==> config.mk <==
export PLATFORM = sky130hd
export DESIGN_NAME = layer_compositor
export DESIGN_NICKNAME = d
export VERILOG_FILES = /design/src/rtl/compositor_pkg.sv /design/src/rtl/layer_priority_enc.sv /design/src/rtl/layer_compositor.sv
export SDC_FILE = /design/constraint.sdc
export NUM_CORES = 1
export LEC_CHECK = 0
export ABC_CLOCK_PERIOD_IN_PS = 2300
export CAP_MARGIN = 40
export CORE_UTILIZATION = 45
export DETAILED_ROUTE_END_ITERATION = 7
export DONT_BUFFER_PORTS = 1
export SYNTH_ARGS = -nofsm -noshare
export SYNTH_HDL_FRONTEND = slang
export SYNTH_SLANG_ARGS = --single-unit
==> constraint.sdc <==
create_clock -name clk -period 2.3 [get_ports clk]
set_clock_uncertainty 0.05 [all_clocks]
set_input_delay 0.115 -clock clk [delete_from_list [all_inputs] [get_ports clk]]
set_output_delay 0.115 -clock clk [all_outputs]
set_load 0.005 [all_outputs]
==> src/rtl/compositor_pkg.sv <==
// rtl/compositor_pkg.sv - shared constants and stage record for the layer compositor
// Purpose: widths, the transparent index value and the S1 pipeline record.
// Ports: none (package).
package compositor_pkg;

   localparam int IDX_W   = 5;
   localparam int LAYER_W = 5;
   localparam int RGB_W   = 24;

   localparam logic [IDX_W-1:0] TRANSPARENT_IDX = '0;

   typedef struct packed {
      logic               found;
      logic [LAYER_W-1:0] layer;
      logic [IDX_W-1:0]   color;
      logic               sof;
      logic               eol;
   } s1_rec_t;

endpackage

==> src/rtl/layer_priority_enc.sv <==
// rtl/layer_priority_enc.sv - combinational top-most opaque layer selector
// Purpose: finds the lowest-numbered enabled layer whose colour index is not transparent.
// Ports:
//   indices  in   NUM_LAYERS*IDX_W  per-layer colour indices, layer L at [IDX_W*L +: IDX_W]
//   layer_en in   NUM_LAYERS        per-layer enable
//   found    out  1                 some layer is opaque
//   layer    out  LAYER_W           winning layer, 0 when none
//   color    out  IDX_W             winning colour index, 0 when none
module layer_priority_enc #(
   parameter int NUM_LAYERS = 32
) (
   input  logic [NUM_LAYERS*compositor_pkg::IDX_W-1:0] indices,
   input  logic [NUM_LAYERS-1:0]                       layer_en,
   output logic                                        found,
   output logic [compositor_pkg::LAYER_W-1:0]          layer,
   output logic [compositor_pkg::IDX_W-1:0]            color
);
   import compositor_pkg::*;

   // Scan from the bottom layer upward so the lowest opaque layer overwrites
   // any higher-numbered candidate and ends up as the winner.
   always_comb begin
      found = 1'b0;
      layer = '0;
      color = '0;
      for (int l = NUM_LAYERS - 1; l >= 0; l--) begin
         if (layer_en[l] && (indices[l*IDX_W +: IDX_W] != TRANSPARENT_IDX)) begin
            found = 1'b1;
            layer = LAYER_W'(l);
            color = indices[l*IDX_W +: IDX_W];
         end
      end
   end

endmodule

==> src/rtl/layer_compositor.sv <==
// rtl/layer_compositor.sv - per-pixel layer resolver feeding the palette and the HDMI stream
// Purpose: resolves the top-most opaque layer, reads its colour from the palette,
//          substitutes the background colour when nothing is opaque.
// Ports:
//   clk, rst                   clock, synchronous active-high reset
//   in_valid/in_ready          input pixel handshake
//   in_indices, in_layer_en    per-layer colour indices and enables
//   in_sof, in_eol             frame/line markers, passed through
//   pipeLayer, pipeColor       registered palette read address
//   pipeReadData, pixelFound   palette response (same cycle)
//   bg_we, bg_color            background colour write
//   out_valid/out_ready        output pixel handshake
//   out_rgb, out_layer, out_opaque, out_sof, out_eol  resolved pixel
module layer_compositor #(
   parameter int NUM_LAYERS = 32,
   parameter int IDX_W      = compositor_pkg::IDX_W,
   parameter int RGB_W      = compositor_pkg::RGB_W
) (
   input  logic                                clk,
   input  logic                                rst,
   input  logic                                in_valid,
   output logic                                in_ready,
   input  logic [NUM_LAYERS*IDX_W-1:0]         in_indices,
   input  logic [NUM_LAYERS-1:0]               in_layer_en,
   input  logic                                in_sof,
   input  logic                                in_eol,
   output logic [compositor_pkg::LAYER_W-1:0]  pipeLayer,
   output logic [IDX_W-1:0]                    pipeColor,
   input  logic [RGB_W-1:0]                    pipeReadData,
   input  logic                                pixelFound,
   input  logic                                bg_we,
   input  logic [RGB_W-1:0]                    bg_color,
   output logic                                out_valid,
   input  logic                                out_ready,
   output logic [RGB_W-1:0]                    out_rgb,
   output logic [compositor_pkg::LAYER_W-1:0]  out_layer,
   output logic                                out_opaque,
   output logic                                out_sof,
   output logic                                out_eol
);
   import compositor_pkg::*;

   logic               enc_found;
   logic [LAYER_W-1:0] enc_layer;
   logic [IDX_W-1:0]   enc_color;

   s1_rec_t          s1;
   logic             s1_valid;
   logic             stall;
   logic             s1_adv;
   logic             accept;
   logic [RGB_W-1:0] bg_reg;

   layer_priority_enc #(
      .NUM_LAYERS(NUM_LAYERS)
   ) u_enc (
      .indices  (in_indices),
      .layer_en (in_layer_en),
      .found    (enc_found),
      .layer    (enc_layer),
      .color    (enc_color)
   );

   assign stall    = out_valid && !out_ready;
   assign s1_adv   = s1_valid && !stall;
   assign in_ready = !rst && (!s1_valid || !stall);
   assign accept   = in_valid && in_ready;

   // The palette address is the S1 register itself, so it stays put while S1 is held.
   assign pipeLayer = s1.layer;
   assign pipeColor = s1.color;

   always_ff @(posedge clk) begin
      if (rst) begin
         s1         <= '0;
         s1_valid   <= 1'b0;
         out_valid  <= 1'b0;
         out_rgb    <= '0;
         out_layer  <= '0;
         out_opaque <= 1'b0;
         out_sof    <= 1'b0;
         out_eol    <= 1'b0;
         bg_reg     <= '0;
      end else begin
         if (bg_we) begin
            bg_reg <= bg_color;
         end

         if (accept) begin
            s1.found <= enc_found;
            s1.layer <= enc_layer;
            s1.color <= enc_color;
            s1.sof   <= in_sof;
            s1.eol   <= in_eol;
            s1_valid <= 1'b1;
         end else if (s1_adv) begin
            s1_valid <= 1'b0;
         end

         // bg_reg here is the pre-edge value, so a same-edge bg_we affects later pixels only.
         if (s1_adv) begin
            out_valid  <= 1'b1;
            out_rgb    <= s1.found ? pipeReadData : bg_reg;
            out_layer  <= s1.layer;
            out_opaque <= s1.found;
            out_sof    <= s1.sof;
            out_eol    <= s1.eol;
         end else if (out_ready) begin
            out_valid  <= 1'b0;
         end
      end
   end

   palette_flag_consistent: assert property (
      @(posedge clk) disable iff (rst) s1_valid |-> (pixelFound == (pipeColor != TRANSPARENT_IDX))
   );

endmodule

==> run summary <==
global-route wire length before repair -> 32900 um
placed insts -> 861
most common flop cell mapped by yosys -> dfxtp_1
vias in the first global route -> 6526
fillers -> 1064
Setup crit start kind -> input pin
row cnt -> 39
Crit path arrival time -> 2.38 ns
initial core utilization -> 0.470
fin crit share -> 0.942
WL/cell -> 22.3 um
reg-to-reg critical path startpoint -> out_valid
Syn Std Cell Area -> 0.00548 mm^2
Final #Nets -> 1051
failing checks -> negative hold slack
distinct cell type count after synthesis -> 68
Inserted Clock Buffers -> 9
Post-synth EDFFs -> 0
DRC viols -> 0
top cells by area, synth -> dfxtp_1 (26%), mux2i_1 (9.1%), nand2_1 (6.1%)
top cell type's share of synthesized area -> 0.259
final setup violation count -> 0
Final Hold Slack -> -0.00391 ns
pwr dens -> 540 mW/mm^2
Max Clock Freq -> 462 MHz
Hold Crit Start -> pipeReadData[6]
final setup TNS -> 0 ns
post-synth top area cell -> dfxtp_1
total track usage -> 0.326
H-tree depth -> 3
Syn Nets -> 972
sequential fraction of the synthesis area -> 0.259
share of layout cells above drive strength 1 -> 0.0965
global route overflow -> 0
Post-synth ARST share -> 0
maximum clock path buffer count -> 2
Slew Viols, Final -> 0
clk_lat worst skew -> 0.33 ns
post-DP HPWL -> 15500 um
post-route ant nets -> 0
post-cts hold buffer count -> 74
Layout Cells excl Fill -> 951
largest net degree at the start of global routing -> 62
Register Area -> 0.00142 mm^2
post-CTS setup buffer count -> 0
Worst-path clk slew -> 0.06 ns
outcome -> finished, violations left
Data required, critical path -> 2.51 ns
die width -> 112 um
Crit Path Category -> in -> reg
Hold Path Class -> in -> reg
Slew headroom -> 0.522
DRT Pass-1 Iters -> 7
RSZ-0062 raised after global routing -> no
routed via count -> 6504
CTS tree -> yes
port bufs -> 0
initial antenna violation count -> 0
worst-path fanout max -> 4
clock sinks -> 71
CTS Root Buffer Type -> clkbuf_16
die area -> 0.0126 mm^2
Slew @ Worst Pin -> 0.715 ns
Cells after Synth -> 724
Iteration-0 DRC Markers -> 528
Worst VDD drop -> 417 uV
Routed WL -> 21200 um
synthesized flop and latch total -> 71
Layout area overhead -> 24.9%
I/O pins -> 292
post-CTS sizing -> 0
crit path from -> in_indices[110]
Final Util -> 0.587
CP endpoint kind -> flip-flop
routed vias/inst -> 6.84
synth warn -> 0
Max-Cap Viols -> 0
core area -> 0.0117 mm^2
shortest period the worst path allows -> 2.17 ns
footprint of the multi-input gates -> 0.00385 mm^2
n_diodes -> 0
RD Place Congestion -> 0.987
final hold violation count -> 1
Mapped Avg Cell Area -> 7.57 um^2
die height -> 112 um
static leakage power -> 2.43 nW
[layout by cell type, fill, tap and decap left out, drive strengths merged, types with 9 or more instances in the layout]
master,count
nand2,91
nor2,81
dlygate4sd3,73
dfxtp,71
o21ai,59
mux2i,50
a21oi,40
buf,38
a211oi,36
or4,33
nand3,28
nand4,16
a31oi,14
o21a,13
o211ai,12
clkbuf,10
and2,9
[cell families (layout without fill, tap and decap cells)]
family          Yosys count  count (layout)  share of synthesized area
simple gates            298             298                      0.270
compound gates          257             257                      0.339
flops                    71              71                      0.259
mux                      50              50                     0.0913
buf+inv                  48             132                     0.0402
[cell usage after synthesis (14+ instances only)]
master,number
dfxtp_1,71
a211oi_1,36
a21oi_1,40
a31oi_1,14
mux2i_1,50
clkbuf_1,24
or4_1,29
nand4_1,16
o21ai_0,28
nand3_1,28
nor2_1,81
nand2_1,89
o21ai_1,18
[stage by stage]
step / area, um^2 / power, W / hold slack (ns) / setup slack [ns]
floorplan: 5480 / 0.00189 / 0.164 / 0.252
global placement: 5740 / 0.00202 / 0.139 / -0.0642
detailed placement: 5760 / 0.00204 / 0.140 / -0.0808
CTS: 6840 / 0.00366 / 0.000886 / 0.246
global route: 6840 / 0.00384 / 0.00991 / 0.0141
finish: 6840 / 0.00370 / -0.00391 / 0.134
[per-layer routing]
metal,GRT usage,up-vias,wire [um]
met5,0,-,0
met4,0.151,0,766
met3,0.0821,60,2030
met2,0.589,434,10500
met1,0.359,3024,7920
li1,-,2986,-
[cell type report]
type,count,area share
Multi-Input combinational cell,605,0.562
Sequential cell,71,0.208
Timing Repair Buffer,111,0.154
Clock buffer,10,0.0335
Tap cell,143,0.0261
Clock inverter,6,0.0135
Inverter,5,0.00274
[report_power, final]
| group | switching, W | internal, W |
|---|---|---|
| Combinational | 0.000420 | 0.000400 |
| Clock | 0.000552 | 0.000955 |
| Sequential | 0.0000640 | 0.00131 |
| Total | 0.00104 | 0.00266 |
[path summary, 6_finish.rpt]
kind	endpoint	slack [ns]	depth (start not counted)
setup / recovery	pipeColor[2]	0.13	7
hold / removal	out_rgb[6]	-0.004	2
setup reg to reg	pipeLayer[4]	0.21	8
hold reg to reg	out_sof	0.42	2
[critical path, stage by stage]
cell	delay (ns)
or4_1	0.56
o21ai_1	0.31
o211ai_1	0.22
or4_1	0.46
a311oi_1	0.39
a311oi_1	0.15
o21ai_1	0.15
Power figures use the tool's default switching activity.
